## src/rtl/regfile_32x32_pkg.sv

```systemverilog
// Shared sizing constants and helpers for the 32x32 architectural register file.
package regfile_32x32_pkg;

    localparam int                    NUM_REGS   = 32;
    localparam int                    REG_ADDR_W = 5;
    localparam logic [REG_ADDR_W-1:0] ZERO_REG   = 5'd0;

    function automatic logic is_zero_reg(input logic [REG_ADDR_W-1:0] addr);
        return addr == ZERO_REG;
    endfunction

endpackage

```

## src/rtl/regfile_32x32_decoder.sv

```systemverilog
// 5-to-32 one-hot write-address decoder; each line selects one register's load enable.
module decoder_5_32
    import regfile_32x32_pkg::*;
(
    input  logic [REG_ADDR_W-1:0] i_addr,
    output logic [NUM_REGS-1:0]   o_onehot
);

    always_comb begin
        o_onehot         = '0;
        o_onehot[i_addr] = 1'b1;
    end

endmodule

```

## src/rtl/regfile_32x32_register.sv

```systemverilog
// WIDTH-bit storage register with asynchronous active-low clear and load enable.
module register_w #(
    parameter int WIDTH = 32
) (
    input  logic             i_clk,
    input  logic             i_rst_n,
    input  logic             i_load,
    input  logic [WIDTH-1:0] i_d,
    output logic [WIDTH-1:0] o_q
);

    logic [WIDTH-1:0] r_q;

    always_ff @(posedge i_clk or negedge i_rst_n) begin
        if (!i_rst_n) begin
            r_q <= '0;
        end else if (i_load) begin
            r_q <= i_d;
        end
    end

    assign o_q = r_q;

endmodule

```

## src/rtl/regfile_32x32.sv

```systemverilog
// 32x32 register file: one synchronous write port, two combinational read ports,
// hardwired zero register and optional same-cycle write-to-read bypass.
module regfile_32x32
    import regfile_32x32_pkg::*;
#(
    parameter int WIDTH  = 32,
    parameter bit BYPASS = 1'b1
) (
    input  logic                  clock,
    input  logic                  ctrl_reset_n,
    input  logic                  ctrl_writeEnable,
    input  logic [REG_ADDR_W-1:0] ctrl_writeReg,
    input  logic [WIDTH-1:0]      data_writeReg,
    input  logic [REG_ADDR_W-1:0] ctrl_readRegA,
    input  logic [REG_ADDR_W-1:0] ctrl_readRegB,
    output logic [WIDTH-1:0]      data_readRegA,
    output logic [WIDTH-1:0]      data_readRegB
);

    logic [NUM_REGS-1:0] w_dec;
    logic [NUM_REGS-1:0] w_load;
    logic [WIDTH-1:0]    w_regs [NUM_REGS];
    logic                w_byp_a;
    logic                w_byp_b;

    decoder_5_32 u_dec (
        .i_addr   (ctrl_writeReg),
        .o_onehot (w_dec)
    );

    assign w_load = w_dec & {NUM_REGS{ctrl_writeEnable}};

    // Register 0 has no storage; its load line only feeds the bypass lookup.
    assign w_regs[0] = '0;

    generate
        for (genvar gi = 1; gi < NUM_REGS; gi++) begin : g_reg
            register_w #(.WIDTH(WIDTH)) u_reg (
                .i_clk   (clock),
                .i_rst_n (ctrl_reset_n),
                .i_load  (w_load[gi]),
                .i_d     (data_writeReg),
                .o_q     (w_regs[gi])
            );
        end
    endgenerate

    // The one-hot load vector indexed by the read address is the address-match
    // compare; reset suppresses forwarding so outputs drop to zero immediately.
    assign w_byp_a = BYPASS && ctrl_reset_n && w_load[ctrl_readRegA] &&
                     !is_zero_reg(ctrl_readRegA);
    assign w_byp_b = BYPASS && ctrl_reset_n && w_load[ctrl_readRegB] &&
                     !is_zero_reg(ctrl_readRegB);

    always_comb begin
        data_readRegA = w_byp_a ? data_writeReg : w_regs[ctrl_readRegA];
        data_readRegB = w_byp_b ? data_writeReg : w_regs[ctrl_readRegB];
    end

endmodule

```

## config.mk

```make
export PLATFORM = sky130hd
export DESIGN_NAME = regfile_32x32
export DESIGN_NICKNAME = d
export VERILOG_FILES = /design/src/rtl/regfile_32x32_pkg.sv /design/src/rtl/regfile_32x32_decoder.sv /design/src/rtl/regfile_32x32_register.sv /design/src/rtl/regfile_32x32.sv
export SDC_FILE = /design/constraint.sdc
export NUM_CORES = 2
export LEC_CHECK = 0
export CORE_AREA = 2 2 348 350
export CTS_BUF_LIST = sky130_fd_sc_hd__clkbuf_2 sky130_fd_sc_hd__clkbuf_4 sky130_fd_sc_hd__clkbuf_8
export CTS_CLUSTER_SIZE = 8
export DETAILED_ROUTE_END_ITERATION = 16
export DIE_AREA = 0 0 350 352
export HOLD_SLACK_MARGIN = 0.06
export SYNTH_ARGS = -nofsm -noshare
export SYNTH_HDL_FRONTEND = slang
export SYNTH_SLANG_ARGS = --single-unit
```

## constraint.sdc

```tcl
create_clock -name clock -period 8.7 [get_ports clock]
set_input_delay 1.74 -clock clock [delete_from_list [all_inputs] [get_ports clock]]
set_output_delay 1.74 -clock clock [all_outputs]
set_load 0.02 [all_outputs]
```

; ---- Word-level counts from Yosys, hierarchy flattened
; Index checks and enable logic that the tools add are counted.
[classes]
order_cmp = 6
n_mux = 14
n_bitwise = 3
n_reduce_logical = 9
[ops]
columns = cell, n
row1 = $bmux W32 S5, 2
row2 = $mux W32, 6
row3 = $and A32 B32 Y32, 1
row4 = $lt A5 B6 Y1 const B, 3
row5 = $ge A6 B6 Y1 const B, 2
row6 = $not A5 Y6, 2
row7 = $bmux W1 S5, 2
row8 = $logic_not A5 Y1, 2
row9 = $demux W1 S5, 1
row10 = $ge A5 B1 Y1 const B, 1
row11 = $logic_and A1 B1 Y1, 5
row12 = $mux W1, 3
row13 = $logic_not A1 Y1, 2
[totals]
regBits = 992
in_bits = 50
elab_cells = 63

; ---- Depth between registers and ports, before layout
[logic_depth]
word_depth = 10
depth_mapped = 11
depth_no_buf = 6

; ---- By module
; From an unflattened synthesis, not the netlist that was laid out.
[unflattened]
cells_unflattened = 3650
hier_area_um2 = 59181.8
[by_module_without_submodules]
columns = module, instances, cells_each, area_per_inst_um2, seq_area_each_um2
row1 = register_w, 31, 68, 1345.0, 800.8
row2 = regfile_32x32, 1, 1495, 17271.6, 0.0
row3 = decoder_5_32, 1, 47, 214.0, 0.0

; ---- Worst setup path before layout
; Ideal clock, no wire load.
[synth_timing]
kind = input -> output
from = input ctrl_readRegB[0]
to = output data_readRegB[14]
arrival_time_ns = 3.715
t_required_ns = 6.960
path_slack_ns = 3.245
cell_stages = 7
n_path_buf = 2
cell_sequence = buf_4 buf_1 mux4_2 a22o_1 a31oi_1 o21ai_0 mux2_4
[synth_between]
elab_chain_cells = 5
elab_cells_between_ends = 11
cone_classes = mux: 6 / bitwise: 1 / reduce/logical: 4
[synth_rtl]
columns = item, line
row1 = "start, declared", regfile_32x32.sv:15  ; input logic [REG_ADDR_W-1:0] ctrl_readRegB,
row2 = $not A5 Y6 (implied by the code) or $bmux W1 S5 (tied branches), "regfile_32x32.sv:57, regfile_32x32.sv:52"
row3 = $bmux W32 S5 or $mux W1 (tied branches), "regfile_32x32.sv:57, regfile_32x32.sv:52"
row4 = $mux W32 (implied by the code) or $logic_and A1 B1 Y1 (tied branches) (2 in series), "regfile_32x32.sv:57, regfile_32x32.sv:52"
row5 = $mux W32 *, regfile_32x32.sv:57  ; data_readRegB = w_byp_b ? data_writeReg : w_regs[ctrl_readRegB];
row6 = "end, declared", regfile_32x32.sv:17  ; output logic [WIDTH-1:0] data_readRegB
; Mark *: on every way between the ends. The rest lies on a longest branch, timed or not. The select of a mux whose other input is x is not followed.

; ---- Final worst setup path
[layout_timing]
from = input ctrl_readRegB[3]
to = output data_readRegB[0]
; The elaborated chain is that of the path after synthesis.

==> flow_metrics.env <==
export IMPL_layout_drive_gt1_share_pct=50.6
export IMPL_fin_crit_sh_pct=82.7
export IMPL_hold_buffers=0
export IMPL_cts_buffers=176
export IMPL_fin_crit_ns=7.20
export IMPL_timing_rr_end="g_reg[24].u_reg.o_q[8]"
export IMPL_avgSynthCellArea_um2=14.2
export IMPL_syn_to_final_growth_pct=12.3
export IMPL_synth_edff_count=0
export IMPL_synth_area_um2=53500
export IMPL_synth_top_cell_area_share_pct=46.4
export IMPL_dieArea_um2=123000
export IMPL_first_iter_violations=3021
export IMPL_power_switching_share_pct=28.0
export IMPL_relSlewSlack_pct=18.9
export IMPL_p_leak_uw=0.0258
export IMPL_gp_congestion=0.841
export IMPL_grt_pass1_vias=36200
export IMPL_status="finished clean"
export IMPL_rsz0062_at_grt="false"
export IMPL_p_int_uw=9820
export IMPL_yosysSeqAreaShare_pct=46.4
export IMPL_synth_top_family_by_area="multiplexers"
export IMPL_ys_warn_count=0
export IMPL_synth_compound_area_share_pct=5.99
export IMPL_placed_area_um2=56300
export IMPL_n_fill_cell=10300
export IMPL_synthFlopType="dfrtp_1"
export IMPL_path_class="primary input to output port"
export IMPL_path_cells="clkdlybuf4s50_1 -> buf_4 -> or2_2 -> or3_1 -> a31oi_1 -> a31oi_2 -> a211oi_4 -> buf_4 -> mux2_2 -> clkdlybuf4s50_1"
export IMPL_maxCapViolCount=0
export IMPL_dr_pass1_iters=6
export IMPL_cts_tree="done"
export IMPL_synth_distinct_cells=48
export IMPL_grt_overflow_total=0
export IMPL_synth_most_common_cell="mux2_2"
export IMPL_hpwl_um=102000
export IMPL_design_core_area_um2=119000
export IMPL_drc_errors=0
export IMPL_power_density_nw_per_um2=227
export IMPL_dp_slack_ns=1.56
export IMPL_die_w_um=350
export IMPL_pwr_share_comb_pct=20.7
export IMPL_clock_sinks=992
export IMPL_grtUsageTotal_pct=27.3
export IMPL_start_kind="primary input"
export IMPL_hold_path_cell_count=1
export IMPL_synth_commonest_cells="1097 x mux2_2, 992 x dfrtp_1, 344 x mux4_2"
export IMPL_initial_utilization_pct=44.8
export IMPL_grt_max_degree=142
export IMPL_synth_async_reset_ratio_pct=100
export IMPL_syn_nets=3826
export IMPL_muxShareOfSynthArea_pct=41.6
export IMPL_min_path_type="register to register"
export IMPL_fin_area_um2=60100
export IMPL_hold_start="g_reg[10].u_reg.o_q[19]"
export IMPL_yosys_area_top_type="dfrtp_1"
export IMPL_clkPwrFrac_pct=34.0
export IMPL_num_rows=127
export IMPL_clock_latency_ns=0.87
export IMPL_cpPeakStageDelay_ns=0.61
export IMPL_yosys_area_share_adder_pct=0
export IMPL_drtAntennaViolNets=0
export IMPL_grt_pass1_wl_um=249000
export IMPL_cts_setup_buffers=0
export IMPL_holdPathEnd="g_reg[10].u_reg.o_q[19]"
export IMPL_vias=35300
export IMPL_slowest_stage="or2_2"
export IMPL_clockBufferDepth=3
export IMPL_synth_area_leaders="dfrtp_1 46%, mux2_2 23%, mux4_2 14%"
export IMPL_portBuffers=113
export IMPL_clk_pin_slew_ns=0.06
export IMPL_setup_tns_ns=0
export IMPL_htreeDepth=4
export IMPL_nets=3851
export IMPL_largest_reg_flops=992
export IMPL_r2r_start="g_reg[24].u_reg.o_q[8]"
export IMPL_wirelength_um=167000
export IMPL_cts_resized=0
export IMPL_routedWlPerCell_um=30.0
export IMPL_synth_xor_area_share_pct=0.115
export IMPL_io_pins=114
export IMPL_worstPathRequired_ns=6.96
export IMPL_tightestPinTransition_ns=1.22
export IMPL_cp_end_kind="output port"
export IMPL_synthSimpleGateAreaFrac_pct=2.70
export IMPL_vdd_drop_max_v=0.000155
export IMPL_p_switching_uw=3820
export IMPL_root_buffer="clkbuf_8"
export IMPL_p_total_uw=13600
export IMPL_cp_arrival_ns=5.46
export IMPL_finalHoldViolCount=0
export IMPL_via_per_inst=6.37
export IMPL_syn_inst=3776
export IMPL_synth_seq_cells=992
export IMPL_setup_viol=0
export IMPL_setup_slack_ns=1.50
export IMPL_fin_skew_ns=0
export IMPL_max_freq_mhz=139
export IMPL_die_h_um=352
export IMPL_grt_antenna_before_repair=4
export IMPL_slew_viol_final=0
export IMPL_ff2ff_path_depth=1
export IMPL_path_max_fanout=25
export IMPL_rrSetupSlack_ns=7.89
export IMPL_seqPwrFrac_pct=45.3
[final cells by class]
type | instances | area (um2) | share of cell area, %
clock buffer | 282 | 3490 | 5.81
tap | 1612 | 2020 | 3.36
clock inverter | 30 | 264 | 0.439
sequential | 992 | 24800 | 41.3
inverter | 1 | 3.75 | 0.00625
timing repair buffer | 256 | 2300 | 3.84
multi-input combinational | 2374 | 27200 | 45.2
antenna | 1 | 2.50 | 0.00416
[cells in the final DEF, fill, tap and decap left out, drive strengths merged, types with 29 or more instances in the layout]
cell           instances
buf                  151
dfrtp                992
a21oi                 70
a221oi               120
a22oi                 67
mux4                 344
a31oi                 29
nand2                 52
a211oi                34
nor2b                 75
clkbuf               282
a22o                  29
mux2i                164
nor3                  38
mux2                1131
nand3                 43
o21ai                 87
clkdlybuf4s50        105
[kinds of logic (layout without fill, tap and decap cells)]
group,count (synthesis),after routing
buffers and inverters,410,569
muxes,1639,1639
AOI/OAI and AO/OA,457,457
xor gates and xnor gates,7,7
and+or+nand+nor,271,271
other,0,1
DFF,992,992
[power groups by stage]
| stage | logic, uW | registers (uW) | clock network, uW |
|---|---|---|---|
| 6_report | 2830 | 6170 | 4640 |
| 5_1_grt | 3030 | 6290 | 4950 |
| 4_1_cts | 2840 | 6150 | 4730 |
| 3_5_place_dp | 2830 | 6230 | 0 |
| 3_3_place_gp | 2780 | 6190 | 0 |
| 2_1_floorplan | 2130 | 6010 | 0 |
[worst max-delay path by stage]
stage,start,end,cells past startpoint
finish,ctrl_readRegB[3],data_readRegB[0],10
floorplan,ctrl_readRegB[0],data_readRegB[14],7
detailed placement,ctrl_readRegB[3],data_readRegB[0],10
global placement,ctrl_readRegB[3],data_readRegB[31],10
CTS,ctrl_readRegB[3],data_readRegB[0],10
global route,ctrl_readRegB[3],data_readRegB[31],10
[worst max-delay path, delay by kind of cell]
kind / cells / cell delay (ns)
buffers and inverters: 4 / 1.73
AND/OR/NAND/NOR: 2 / 1.02
AO/OA/AOI/OAI: 3 / 0.46
multiplexers: 1 / 0.41
[through the flow]
| stage | hold WS, ns | util, % | std cells |
|---|---|---|---|
| 2_1_floorplan | 0.476 | - | 3776 |
| 3_3_place_gp | 0.497 | 47.2 | 5235 |
| 3_5_place_dp | 0.498 | 47.2 | 5235 |
| 4_1_cts | 0.518 | 50.3 | 5547 |
| 5_1_grt | 0.533 | 50.4 | 5548 |
| 6_report | 0.521 | 50.4 | 5548 |
[per-layer routing]
metal,vias up,GRT usage [%],wire length (um)
li1,14700,-,-
met1,19000,40.1,74400
met2,1339,41.0,75700
met3,304,5.39,11700
met4,2,8.10,4840
met5,-,0,7
No activity file was read; power rests on OpenSTA's default activity.
